### src/rtl/dual_edge_pkg.sv
// dual_edge_pkg: definitions shared by the dual-edge encoder and its receiver.
//   state_e             one-hot FSM encoding (IDLE, HOLD)
//   IDLE_IDX / HOLD_IDX bit positions of each state within state_e
//   HOLD_CYCLES_DEFAULT default minimum spacing between line transitions
package dual_edge_pkg;

  typedef enum logic [1:0] {
    IDLE = 2'b01,
    HOLD = 2'b10
  } state_e;

  localparam int unsigned IDLE_IDX = 0;
  localparam int unsigned HOLD_IDX = 1;

  localparam int unsigned HOLD_CYCLES_DEFAULT = 3;

endpackage

### src/rtl/dual_edge_tx.sv
// dual_edge_tx: event-to-edge encoder. Each accepted event becomes one
// transition of the line output; transitions are spaced by at least
// HOLD_CYCLES clocks. Accepted-but-unsent events wait in a saturating
// pending counter.
// Ports:
//   clk       rising-edge clock
//   reset_n   asynchronous active-low reset
//   ev_valid  producer offers an event
//   ev_ready  an event can be taken this cycle
//   flush     discard all pending events
//   line      encoded output (registered)
//   edge_sent one-cycle pulse while line holds a fresh value
//   busy      a hold is running or events are pending
//   pending   number of accepted, unsignalled events
module dual_edge_tx
  import dual_edge_pkg::*;
#(
  parameter int unsigned HOLD_CYCLES = HOLD_CYCLES_DEFAULT,
  parameter int unsigned DEPTH_W     = 2
) (
  input  logic               clk,
  input  logic               reset_n,
  input  logic               ev_valid,
  output logic               ev_ready,
  input  logic               flush,
  output logic               line,
  output logic               edge_sent,
  output logic               busy,
  output logic [DEPTH_W-1:0] pending
);

  localparam int unsigned HW = $clog2(HOLD_CYCLES);

  if (HOLD_CYCLES < 2 || HOLD_CYCLES > 255) begin : g_bad_hold
    $error("dual_edge_tx: HOLD_CYCLES must be within 2..255");
  end

  state_e               state_q, state_d;
  logic                 line_q, line_d;
  logic                 edge_q, edge_d;
  logic [HW-1:0]        hold_q, hold_d;
  logic [DEPTH_W-1:0]   pend_q, pend_d;
  logic                 fire;
  logic                 accept;
  logic                 has_pend;

  assign has_pend = (pend_q != '0);

  // Only the registered count gates ready, so a slot freed by a fire on
  // this edge is not reusable until the next cycle.
  assign ev_ready = reset_n && !flush && (pend_q != '1);
  assign accept   = ev_valid && ev_ready;

  assign fire = has_pend &&
                (state_q[IDLE_IDX] || (state_q[HOLD_IDX] && (hold_q == '0)));

  always_comb begin
    state_d = state_q;
    line_d  = line_q;
    edge_d  = 1'b0;
    hold_d  = hold_q;

    case (state_q)
      IDLE: ;
      HOLD: begin
        if (hold_q != '0) begin
          hold_d = hold_q - 1'b1;
        end else if (!has_pend) begin
          state_d = IDLE;
        end
      end
      default: state_d = IDLE;
    endcase

    if (fire) begin
      line_d  = ~line_q;
      edge_d  = 1'b1;
      hold_d  = HW'(HOLD_CYCLES - 1);
      state_d = HOLD;
    end
  end

  // Fire is judged on the pre-flush count, so a due transition still
  // happens on the flush edge; flush only clears what remains.
  always_comb begin
    pend_d = pend_q;
    if (flush) begin
      pend_d = '0;
    end else begin
      case ({accept, fire})
        2'b10:   pend_d = pend_q + 1'b1;
        2'b01:   pend_d = pend_q - 1'b1;
        default: pend_d = pend_q;
      endcase
    end
  end

  always_ff @(posedge clk or negedge reset_n) begin
    if (!reset_n) begin
      state_q <= IDLE;
      line_q  <= 1'b0;
      edge_q  <= 1'b0;
      hold_q  <= '0;
      pend_q  <= '0;
    end else begin
      state_q <= state_d;
      line_q  <= line_d;
      edge_q  <= edge_d;
      hold_q  <= hold_d;
      pend_q  <= pend_d;
    end
  end

  assign line      = line_q;
  assign edge_sent = edge_q;
  assign pending   = pend_q;
  assign busy      = (state_q != IDLE) || has_pend;

endmodule

### config.mk
export PLATFORM = sky130hd
export DESIGN_NAME = dual_edge_tx
export DESIGN_NICKNAME = d
export VERILOG_FILES = /design/src/rtl/dual_edge_pkg.sv /design/src/rtl/dual_edge_tx.sv
export SDC_FILE = /design/constraint.sdc
export NUM_CORES = 1
export LEC_CHECK = 0
export ABC_AREA = 0
export CORE_AREA = 2 2 39 41
export DETAILED_ROUTE_END_ITERATION = 12
export DIE_AREA = 0 0 41 43
export DONT_BUFFER_PORTS = 1
export GPL_ROUTABILITY_DRIVEN = 1
export GPL_TIMING_DRIVEN = 0
export SLEW_MARGIN = 5
export SYNTH_ARGS = -nofsm -noshare
export SYNTH_HDL_FRONTEND = slang
export SYNTH_SLANG_ARGS = --single-unit
### constraint.sdc
create_clock -name clk -period 1.9 [get_ports clk]
set_input_delay 0.19 -clock clk [delete_from_list [all_inputs] [get_ports clk]]
set_output_delay 0.19 -clock clk [all_outputs]
set_load 0.01 [all_outputs]
**Yosys cells after proc, flatten, opt, wreduce, memory -nomap -nowiden**

Cells that the tools add are included.
Widths: inputs -> output; s select.

- Add/subtract/negate cells: 3
- Equality and inequality tests: 9
- Multiplexer cells: 10
- Bitwise gates (word level): 1
- Reduce and logical (&&, ||, !) cells: 16

Operator list:

| kind | number |
|---|---|
| $mux 2 | 7 |
| $pmux 2 s2 | 2 |
| $reduce_bool 2->1 | 4 |
| $ne 3x3->1 const B | 2 |
| $logic_and 1x1->1 | 5 |
| $eq 2x1->1 const B | 2 |
| $eq 2x2->1 const B | 2 |
| $ne 2x2->1 const B | 2 |
| $sub 2x1->2 const B | 2 |
| $reduce_and 3->1 | 1 |
| $reduce_bool 3->1 | 1 |
| $add 2x1->2 const B | 1 |
| $logic_not 2->1 | 1 |
| $logic_or 1x1->1 | 2 |
| $ne 2x1->1 const B | 1 |
| $reduce_and 2->1 | 1 |
| $logic_not 1->1 | 1 |
| $mux 1 | 1 |
| $not 1->1 | 1 |

- Register bits: 8
- Output and inout bits: 6
- Word-level logic and storage cells: 44

**Longest topological paths before layout**

- Word-level depth: 7
- Mapped depth: 7
- Gate-level depth less buffers: 7

**Worst setup path after synthesis**

Ideal clock, no wire load.

- Path type: flip-flop to flip-flop
- Start: register hold_q[0]
- End: register hold_q[1]
- Data arrival time: 1.128 ns
- Required time: 1.772 ns
- Slack: 0.645 ns
- Stages on the path, launching flop included: 7
- Path buffers: 0
- Clock period less this slack: 1.255 ns
- Cell sequence: dfrtp_1 inv_1 ha_1 nor2_2 o32a_1 nor2_1 a31oi_1

- Word-level cells in the longest chain between the ends: 6
- Elaborated cells on any way between the ends: 12

Ends and longest elaborated chain:

| item | RTL line | source |
|---|---|---|
| from (decl) | dual_edge_tx.sv:41 | `logic [HW-1:0] hold_q, hold_d;` |
| from (signal assigned) | dual_edge_tx.sv:109 | `hold_q <= hold_d;` |
| parallel branches: the longest is 6 deep, another holds $sub 2x1->2 | -- |  |

Parallel ways; which one is timed is not known. The select of a mux whose other input is x is not followed.
A chain may end at the register's enable or synchronous reset.

**Worst setup path in the final report**

- Start: register hold_q[0]
- End: register pend_q[1], in the netlist pending[1]

- Word-level cells in the longest chain between the ends: 7
- Elaborated cells on any way between the ends: 9

Ends and longest elaborated chain:

| item | RTL line | source |
|---|---|---|
| $logic_not 2->1 (*) | dual_edge_tx.sv:55 | `(state_q[IDLE_IDX] \|\| (state_q[HOLD_IDX] && (hold_q == '0)));` |
| $logic_and 1x1->1 (*) | dual_edge_tx.sv:55 |  |
| $logic_or 1x1->1 (*) | dual_edge_tx.sv:55 |  |
| $logic_and 1x1->1 (*) | dual_edge_tx.sv:54 | `assign fire = has_pend &&` |
| $eq 2x1->1 or $eq 2x2->1 (tied branches) | dual_edge_tx.sv:90 | `case ({accept, fire})` |
| $pmux 2 s2 | dual_edge_tx.sv:90 |  |
| $mux 2 | dual_edge_tx.sv:87 | `if (flush) begin` |
| to (signal assigned) | dual_edge_tx.sv:110 | `pend_q <= pend_d;` |
| to (decl) | dual_edge_tx.sv:42 | `logic [DEPTH_W-1:0] pend_q, pend_d;` |

Mark *: on every way between the ends. The rest lies on a longest branch, timed or not.

==> reports/metrics.yaml <==
run_status:
  status: "finished clean"
synth:
  seq_area_frac_synth_pct: 54.2
  synth_adder_area_share_pct: 3.37
  synth_area_sq_um: 372
  avgSynthCellArea_sq_um: 10.0
  synth_cell_type_count: 19
  synthesis.nets: 42
  synth.mux.area_fraction_pct: 0
  synthCells: 37
  synth_compound_area_share_pct: 21.5
  synth-xor-area-share_pct: 2.36
  yosys.area_share.simple_pct: 14.5
  synth_top_family_by_area: "compound AO/OA/AOI/OAI gates"
  yosysWarnings: 0
  synth-seq-cells: 8
detailed_routing:
  routedWlPerCell_um: 12.0
  drtPass1Iterations: 4
  drtIter0Drc: 5
  wirelength_um: 709
  vias: 299
  drc_errors: 0
  ant_nets: 0
  routed_via_density: 5.07
finish:
  syn2layout_area_growth_pct: 17.8
  nets: 49
  fin_util_pct: 31.6
  antenna_cells: 0
  drive_gt1_share_pct: 18.6
power:
  total_leakage_power_nw: 0.192
  peakVddDrop_mv: 0.405
  power.density_nw_per_um2: 1440
cts:
  insertion_delay_ns: 0.26
  clock_path_buffers: 2
  cts.sinks: 8
  cts_tree: "done"
  htreeDepth: 1
  numCtsBuffers: 3
  post_cts_buffers: 0
  clk_pin_slew_ns: 0.06
  root_buffer: "clkbuf_4"
timing:
  finalSetupTns_ns: 0
  maxSlewHeadroom_pct: 73.3
  hold_ws_ns: 0.228
  clock_skew_ns: 0.00921
  period_share_pct: 74.3
  finalHoldViolations: 0
  worst_slack_ns: 0.487
  tightest_slew_ns: 0.398
  clock.fmax_ghz: 0.708
  setup_viol: 0
  finalCriticalPeriod_ns: 1.41
  drv_slew: 0
  rsz0062_at_grt: "no"
worst_hold_path:
  hold_start: "reset_n"
  hp-class: "input port to register"
setup_path:
  worstPathArrival_ns: 1.60
  cp.required_ns: 2.08
  critPathMaxFanout: 6
  path_cells: "inv_1 > ha_1 > a21oi_2 > and2_1 > o21ai_0 > a21oi_1"
  cp-start-kind: "register"
  setup.worst_path.start: "hold_q[0]"
  cp_slowest_stage_delay_ns: 0.38
  rr_startpoint: "hold_q[0]"
  cp-end-kind: "register"
  slowest_stage: "dfrtp_1"
  criticalPathCategory: "register to register"
place:
  hpwl_um: 507
  place.gp.congestion: 0.704
  pre_cts_slack_ns: 0.502
  io_buffer_count: 0
global_route:
  antenna_found_initial: 0
  grt_pass1_vias: 320
  grt_pass1_wl_mm: 1.10
  grt_max_degree: 9
  grt-ovfl-total: 0
  grt_usage_pct: 9.79
floorplan:
  fp.dieH_um: 43
  core_area_sq_um: 1380
  initial_core_util_pct: 26.9
  placementRows: 14
  design.die.area_sq_um: 1760
  die_w_um: 41
  ios: 10
run:
  max-cap-violations: 0
synth_stat cells (all sizes together):
library cell / number / area share [%]
nand3b: 1 / 2.0
ha: 1 / 3.4
a211oi: 2 / 4.0
o32a: 1 / 2.7
xor2: 1 / 2.4
nor3: 1 / 1.3
dfstp: 1 / 7.1
inv: 4 / 4.0
nor2: 4 / 4.7
a31oi: 2 / 3.4
o21ai: 4 / 6.4
dfrtp: 7 / 47
nand2: 3 / 3.0
and2: 2 / 3.4
a21oi: 3 / 5.1
worst paths after layout:
path                            cells past startpoint    endpoint  slack (ns)
worst max register to register                      6  pending[1]        0.49
min in group asynchronous                           1  pending[0]        0.28
worst max-delay path                                6  pending[1]        0.49
max in group asynchronous                           1  state_q[0]        1.31
worst min register to register                      1   hold_q[0]        0.49
worst min-delay path                                3  pending[0]        0.23
per-layer routing:
layer	track usage [%]	vias to the layer above	part of all wire (%)
met5	0	-	0
met4	6.00	0	0
met3	6.28	0	8.3
met2	15.0	11	47
met1	9.15	142	44
li1	-	146	-
final cells by class:
| class | count | area, sq um |
|---|---|---|
| Clock buffer | 4 | 26.3 |
| Fill cell | 153 | 946 |
| Inverter | 4 | 15.0 |
| Multi-Input combinational cell | 25 | 155 |
| Sequential cell | 8 | 201 |
| Tap cell | 16 | 20.0 |
| Timing Repair Buffer | 2 | 20.0 |
critical path: cells and delay by family (launching register included):
kind,cells,cell delay (ns)
buffers and inverters,1,0.06
AOI/OAI and AO/OA,3,0.50
adders and majority gates,1,0.23
DFF,1,0.38
and+or+nand+nor,1,0.18
registers in the layout, indices dropped and copies added (netlist names):
register,cells
edge_sent,1
line,1
pending,2
state_q,2
hold_q,2
logic make-up (layout without fill, tap and decap cells):
kind of cell / count (synthesis) / in the layout
compound gates: 12 / 12
simple gates: 11 / 11
flops: 8 / 8
buf+inv: 4 / 10
fa+ha+maj: 1 / 1
xor+xnor: 1 / 1
cells in the final DEF, fill, tap and decap left out:
master / count
nand2_1: 3
inv_2: 1
nor2_1: 3
nor2_2: 1
clkbuf_1: 1
nand3b_1: 1
a211oi_1: 2
dfstp_2: 1
xor2_1: 1
ha_1: 1
o32a_1: 1
dlygate4sd3_1: 2
nor3_1: 1
a21oi_1: 2
dfrtp_1: 7
o21ai_0: 3
a31oi_1: 2
o21ai_2: 1
a21oi_2: 1
and2_1: 2
clkbuf_4: 3
inv_1: 3
repair_timing:
action                    4_1_cts  5_1_grt
gates resized for setup         0        0
hold buffers                    2        0
hold endpoints to repair       10        0
where the power goes:
group	internal [W]	switching [W]	leakage (nW)
Combinational	0.0000780	0.000113	0.0777
Sequential	0.000237	0.0000600	0.0989
Clock	0.0000805	0.0000606	0.0150
stage by stage:
stage          instance area (sq um)  power, W  instances
2_1_floorplan                    372  0.000446         37
3_3_place_gp                     392  0.000476         53
3_5_place_dp                     392  0.000487         53
4_1_cts                          438  0.000639         59
5_1_grt                          438  0.000684         59
6_report                         438  0.000629         59
Power figures use the tool's default switching activity.
